### config.mk
export PLATFORM = sky130hd
export DESIGN_NAME = serial_add_ctrl
export DESIGN_NICKNAME = d
export VERILOG_FILES = /design/src/rtl/serial_add_ctrl_pkg.sv /design/src/rtl/full_adder.sv /design/src/rtl/serial_add_ctrl.sv
export SDC_FILE = /design/constraint.sdc
export NUM_CORES = 1
export LEC_CHECK = 0
export ABC_AREA = 0
export CORE_AREA = 2 2 64 66
export CTS_CLUSTER_DIAMETER = 120
export DETAILED_ROUTE_END_ITERATION = 10
export DIE_AREA = 0 0 66 68
export GPL_ROUTABILITY_DRIVEN = 0
export HOLD_SLACK_MARGIN = 0.02
export PLACE_DENSITY = 0.81
export SLEW_MARGIN = 20
export SYNTH_ARGS = -nofsm -noshare
export SYNTH_HDL_FRONTEND = slang
export SYNTH_SLANG_ARGS = --single-unit
export TNS_END_PERCENT = 30
### constraint.sdc
create_clock -name clk -period 2.2 [get_ports clk]
set_input_delay 0.33 -clock clk [delete_from_list [all_inputs] [get_ports clk]]
set_output_delay 0.33 -clock clk [all_outputs]
set_load 0.03 [all_outputs]
### src/rtl/serial_add_ctrl_pkg.sv
// Shared definitions for the bit-serial adder controller.
// Holds the controller state encoding and the default operand width.
// No ports; imported by serial_add_ctrl.
package serial_add_ctrl_pkg;

  // Default operand/sum width in bits; legal range is 2..32.
  localparam int SAC_WIDTH_DEFAULT = 8;
  localparam int SAC_WIDTH_MIN     = 2;
  localparam int SAC_WIDTH_MAX     = 32;

  // 2'd3 is not a member: the controller treats it as illegal and
  // falls back to ST_IDLE.
  typedef enum logic [1:0] {
    ST_IDLE  = 2'd0,
    ST_SHIFT = 2'd1,
    ST_DONE  = 2'd2
  } sac_state_e;

endpackage : serial_add_ctrl_pkg

### src/rtl/full_adder.sv
// Purpose : single-bit full adder cell, the datapath slice of the serial adder.
// Latency : purely combinational, zero cycles.
// Backpressure: none; the cell has no handshake.
// Ports   : a_i, b_i, ci_i operand and carry-in bits; s_o sum bit; co_o carry-out bit.
module full_adder (
  input  logic a_i,
  input  logic b_i,
  input  logic ci_i,
  output logic s_o,
  output logic co_o
);

  logic p;

  // Propagate term is shared by the sum and the carry.
  assign p    = a_i ^ b_i;
  assign s_o  = p ^ ci_i;
  assign co_o = (a_i & b_i) | (ci_i & p);

endmodule : full_adder

### src/rtl/serial_add_ctrl.sv
// Purpose : bit-serial WIDTH-bit adder, one full_adder cell driven LSB first.
// Latency : start at edge E0, done high after edge E(WIDTH); one add per WIDTH+2 cycles.
// Backpressure: start is sampled only in IDLE; start while busy is dropped, not queued.
// Ports   : clk, reset (async, active-high); start/a/b/cin request and operands;
//           busy, done (1-cycle pulse), sum, cout, ovf registered results.
module serial_add_ctrl
  import serial_add_ctrl_pkg::*;
#(
  parameter int WIDTH = SAC_WIDTH_DEFAULT
) (
  input  logic             clk,
  input  logic             reset,
  input  logic             start,
  input  logic [WIDTH-1:0] a,
  input  logic [WIDTH-1:0] b,
  input  logic             cin,
  output logic             busy,
  output logic             done,
  output logic [WIDTH-1:0] sum,
  output logic             cout,
  output logic             ovf
);

  // Bit counter only has to hold 0..WIDTH-1.
  localparam int            CW       = $clog2(WIDTH);
  localparam logic [CW-1:0] LAST_BIT = CW'(WIDTH - 1);

  if ((WIDTH < SAC_WIDTH_MIN) || (WIDTH > SAC_WIDTH_MAX)) begin : g_bad_width
    $error("serial_add_ctrl: WIDTH must be in 2..32");
  end

  // --------------------------------------------------------------------
  // State
  // --------------------------------------------------------------------
  sac_state_e       state_q;
  logic [CW-1:0]    count_q;
  logic [WIDTH-1:0] a_sr_q;
  logic [WIDTH-1:0] b_sr_q;
  // Holds the WIDTH-1 sum bits produced so far; the final bit comes
  // straight from the cell on the last SHIFT edge.
  logic [WIDTH-2:0] sum_sr_q;
  logic             carry_q;
  logic             msb_cin_q;

  // Registered outputs.
  logic             busy_q;
  logic             done_q;
  logic [WIDTH-1:0] sum_q;
  logic             cout_q;
  logic             ovf_q;

  // --------------------------------------------------------------------
  // Datapath: one full-adder slice
  // --------------------------------------------------------------------
  logic             fa_s;
  logic             fa_c;
  logic [WIDTH-1:0] sum_sr_d;

  full_adder u_fa (
    .a_i  (a_sr_q[0]),
    .b_i  (b_sr_q[0]),
    .ci_i (carry_q),
    .s_o  (fa_s),
    .co_o (fa_c)
  );

  // New sum bit enters at the top; after WIDTH shifts bit 0 of the
  // result has walked down to the LSB.
  assign sum_sr_d = {fa_s, sum_sr_q};

  // --------------------------------------------------------------------
  // Controller
  // --------------------------------------------------------------------
  always_ff @(posedge clk or posedge reset) begin
    if (reset) begin
      state_q   <= ST_IDLE;
      count_q   <= '0;
      a_sr_q    <= '0;
      b_sr_q    <= '0;
      sum_sr_q  <= '0;
      carry_q   <= 1'b0;
      msb_cin_q <= 1'b0;
      busy_q    <= 1'b0;
      done_q    <= 1'b0;
      sum_q     <= '0;
      cout_q    <= 1'b0;
      ovf_q     <= 1'b0;
    end else begin
      case (state_q)
        ST_IDLE: begin
          done_q <= 1'b0;
          if (start) begin
            a_sr_q  <= a;
            b_sr_q  <= b;
            carry_q <= cin;
            count_q <= '0;
            busy_q  <= 1'b1;
            state_q <= ST_SHIFT;
          end
        end

        ST_SHIFT: begin
          sum_sr_q <= sum_sr_d[WIDTH-1:1];
          a_sr_q   <= a_sr_q >> 1;
          b_sr_q   <= b_sr_q >> 1;
          carry_q  <= fa_c;
          if (count_q == LAST_BIT) begin
            // carry_q is the carry into the MSB on this edge, fa_c the
            // carry out of it; their XOR is signed overflow.
            msb_cin_q <= carry_q;
            count_q   <= '0;
            sum_q     <= sum_sr_d;
            cout_q    <= fa_c;
            ovf_q     <= carry_q ^ fa_c;
            done_q    <= 1'b1;
            state_q   <= ST_DONE;
          end else begin
            count_q <= count_q + 1'b1;
          end
        end

        ST_DONE: begin
          done_q  <= 1'b0;
          busy_q  <= 1'b0;
          state_q <= ST_IDLE;
        end

        default: begin
          // Unreachable encoding: recover to a quiet idle.
          done_q  <= 1'b0;
          busy_q  <= 1'b0;
          count_q <= '0;
          state_q <= ST_IDLE;
        end
      endcase
    end
  end

  assign busy = busy_q;
  assign done = done_q;
  assign sum  = sum_q;
  assign cout = cout_q;
  assign ovf  = ovf_q;

  // --------------------------------------------------------------------
  // Internal consistency properties
  // --------------------------------------------------------------------
  // done is a single-cycle pulse.
  a_done_pulse : assert property (@(posedge clk) disable iff (reset)
    done_q |=> !done_q);

  // done only ever appears while the controller reports busy.
  a_done_busy : assert property (@(posedge clk) disable iff (reset)
    done_q |-> busy_q);

  // The bit counter never passes the last bit position.
  a_count_rng : assert property (@(posedge clk) disable iff (reset)
    count_q <= LAST_BIT);

  // The latched MSB carry-in is consistent with the reported overflow.
  a_ovf_cons : assert property (@(posedge clk) disable iff (reset)
    done_q |-> (ovf_q == (msb_cin_q ^ cout_q)));

endmodule : serial_add_ctrl

==> insert_results.sql <==
INSERT INTO impl_metrics (metric_group, metric, value, unit) VALUES
('run_status', 'status', 'complete, no violations', ''),
('critical_path', 'worstPathCellList', 'ha_1, ha_1, nand3b_1, mux2_2', ''),
('power_and_ir_drop', 'pwr-share-clk', '0.163', ''),
('detailed_routing', 'detailroute.via_count', '1286', ''),
('clocking', 'cts_setup_buffers', '0', ''),
('global_routing', 'overflow', '0', ''),
('power_and_ir_drop', 'worst_ir_drop_on_vdd', '609', 'µV'),
('yosys', 'ys.flop_type', 'sky130_fd_sc_hd__dfrtp_1', ''),
('flow_run', 'timing.max_cap.violations', '0', ''),
('global_routing', 'met3_usage', '0.0395', ''),
('clocking', 'clock_tree.buffer_depth', '2', ''),
('die', 'chipWidth', '66', 'µm'),
('global_routing', 'number_of_global_route_vias_before_repair', '1298', ''),
('timing', 'setup_violations', '0', ''),
('clocking', 'clkSlewWorstSetupHoldPaths', '0.08', 'ns'),
('timing', 'finalWorstPathRequiredPeriod', '1.78', 'ns'),
('global_routing', 'global_route.peak_usage_layer', 'met2', ''),
('clocking', 'cts_hold_buffers', '0', ''),
('critical_path', 'worst-setup-path-type', 'reg -> reg', ''),
('yosys', 'synthMostInstantiatedCell', 'sky130_fd_sc_hd__dfrtp_1', ''),
('die', 'fp.dieArea', '4490', 'µm²'),
('timing', 'hold_ws', '0.460', 'ns'),
('placement', 'place_worst_setup_slack', '0.279', 'ns'),
('yosys', 'most_area_consuming_cells_after_synthesis', 'sky130_fd_sc_hd__dfrtp_1 (54%), sky130_fd_sc_hd__mux2_2 (10%), sky130_fd_sc_hd__nor3b_1 (4.7%), sky130_fd_sc_hd__inv_1 (3.9%), sky130_fd_sc_hd__nor2b_1 (3.3%)', ''),
('yosys', 'postSynthNetCount', '178', ''),
('yosys', 'netlist.area_leader.share', '0.540', ''),
('die', 'ios', '32', ''),
('critical_path', 'startpoint_type', 'register', ''),
('yosys', 'synth_top_family_by_area', 'simple AND/OR/NAND/NOR gates', ''),
('die', 'row_count', '23', ''),
('power_and_ir_drop', 'p_comb_frac', '0.426', ''),
('critical_path', 'timing.critical_path.required', '2.39', 'ns'),
('critical_path', 'critical_path.max_stage_delay', '0.41', 'ns'),
('power_and_ir_drop', 'share_seq_of_total_power', '0.410', ''),
('detailed_routing', 'average_via_count_per_standard_cell', '5.45', ''),
('power_and_ir_drop', 'total_power', '3.28', 'mW'),
('clocking', 'insertion_delay', '0.30', 'ns'),
('clocking', 'cts_resized', '0', ''),
('power_and_ir_drop', 'netSwitchingFraction', '0.359', ''),
('critical_path', 'total_buffers_and_inverters_traversed_by_the_critical_path', '0', ''),
('yosys', 'synth.largest_area_cell', 'sky130_fd_sc_hd__dfrtp_1', ''),
('power_and_ir_drop', 'power.density', '1410', 'nW/µm²'),
('timing', 'slew_at_the_pin_with_the_worst_max_slew_slack', '0.636', 'ns'),
('die', 'chipHeight', '68', 'µm'),
('timing', 'fin_setup_tns', '0', 'ns'),
('yosys', 'fraction_of_the_mapped_netlist_area_in_adder_cells', '0.0237', ''),
('timing', 'fmax', '563', 'MHz'),
('timing', 'slew-limit-headroom', '0.574', ''),
('yosys', 'synthCells', '155', ''),
('power_and_ir_drop', 'static-leakage-power', '1.01', 'nW'),
('layout', 'postLayoutCoreUtil', '0.604', ''),
('die', 'initial_standard_cell_utilization_of_the_core', '0.493', ''),
('layout', 'drive_gt1_frac', '0.167', ''),
('critical_path', 'timing.critical_path.fanout_max', '11', ''),
('detailed_routing', 'final_antenna_net_count', '0', ''),
('layout', 'filler_cell_count', '339', ''),
('yosys', 'yosys.cell_types.count', '28', ''),
('global_routing', 'track_usage', '0.176', ''),
('yosys', 'syn_area', '1900', 'µm²'),
('die', 'placeableCoreArea', '3860', 'µm²'),
('clocking', 'cts_htree_levels', '2', ''),
('yosys', 'yosys.area_share.xor_xnor', '0.00461', ''),
('placement', 'placed_cell_area', '2230', 'µm²'),
('detailed_routing', 'wirelength', '3.60', 'mm'),
('critical_path', 'crit_top_cell', 'sky130_fd_sc_hd__ha_1', ''),
('yosys', 'synth_simple_gate_area_frac', '0.140', ''),
('critical_path', 'timing.critical_path.max_delay_family', 'adder cells', ''),
('clocking', 'cts_inserted_buffers', '5', ''),
('detailed_routing', 'remaining_routing_drc_violations', '0', ''),
('placement', 'dp_hpwl', '2.52', 'mm'),
('yosys', 'number_of_flops_mapped_to_enable_cells_by_yosys', '0', '');
-- cell usage in the layout, fill, tap and decap left out, drive strengths merged --
cell type	Yosys	final
nor2	2	2
nor2b	11	11
ha	2	2
nand2	1	1
fa	1	1
o21bai	1	1
o21a	1	1
clkbuf	4	7
dfrtp	41	41
a21oi	2	2
inv	20	20
buf	8	4
a32o	3	3
clkinv	0	1
clkdlybuf4s50	0	31
xor2	1	1
nor4b	5	5
a222oi	3	3
o311ai	1	1
a221oi	7	7
mux2	17	17
nand3b	1	1
nand4bb	1	1
nand2b	4	4
nor3b	12	12
o2bb2ai	1	1
a211oi	5	5
-- logic make-up after synthesis --
logic type | count (synthesis)
simple gates | 37
compound gates | 24
flops | 41
xor+xnor | 1
buf+inv | 32
fa+ha+maj | 3
mux | 17
-- worst register-to-register path, delay by kind of cell (launching register included) --
kind	cells	cell delay [ns]
muxes	1	0.40
adders and majority gates	2	0.44
and+or+nand+nor	1	0.41
DFF	1	0.41
-- routing by layer --
metal | wire [µm] | part of all wire
met1 | 1570 | 0.44
met2 | 1810 | 0.50
met3 | 142 | 0.039
met4 | 74 | 0.021
met5 | 0 | 0
-- worst paths after layout --
kind / from / endpoint / slack (ns) / cells past startpoint
setup / recovery: count_q[0] / cout / 0.42 / 4
hold / removal: reset / done / 0.46 / 3
setup reg to reg: count_q[0] / cout / 0.42 / 4
hold reg to reg: done / done / 0.49 / 1
max in group asynchronous: reset / sum[5] / 1.39 / 3
min in group clk: done / done / 0.49 / 1
-- registers in the layout, summed over array words and instances (netlist names) --
signal / cells
state_q: 2
sum_sr_q: 7
busy: 1
a_sr_q: 8
ovf: 1
sum: 8
count_q: 3
done: 1
cout: 1
carry_q: 1
b_sr_q: 8
-- cell type report --
class | count | area [µm²] | share of cell area
clock inverters | 1 | 5.00 | 0.00215
clock buffers | 7 | 96.3 | 0.0414
inverters | 20 | 75.1 | 0.0322
well taps | 50 | 62.6 | 0.0269
multi-input cells | 82 | 723 | 0.311
flip-flops and latches | 41 | 1030 | 0.441
repair buffers | 35 | 340 | 0.146
-- power by group through the flow --
stage	registers [mW]	clock network, mW	logic (mW)
2_1_floorplan	1.49	0	0.871
3_3_place_gp	1.33	0	1.34
3_5_place_dp	1.36	0	1.41
4_1_cts	1.35	0.551	1.42
5_1_grt	1.40	0.585	1.52
6_report	1.35	0.536	1.40
Note: power is estimated with default switching activity, not from simulation.
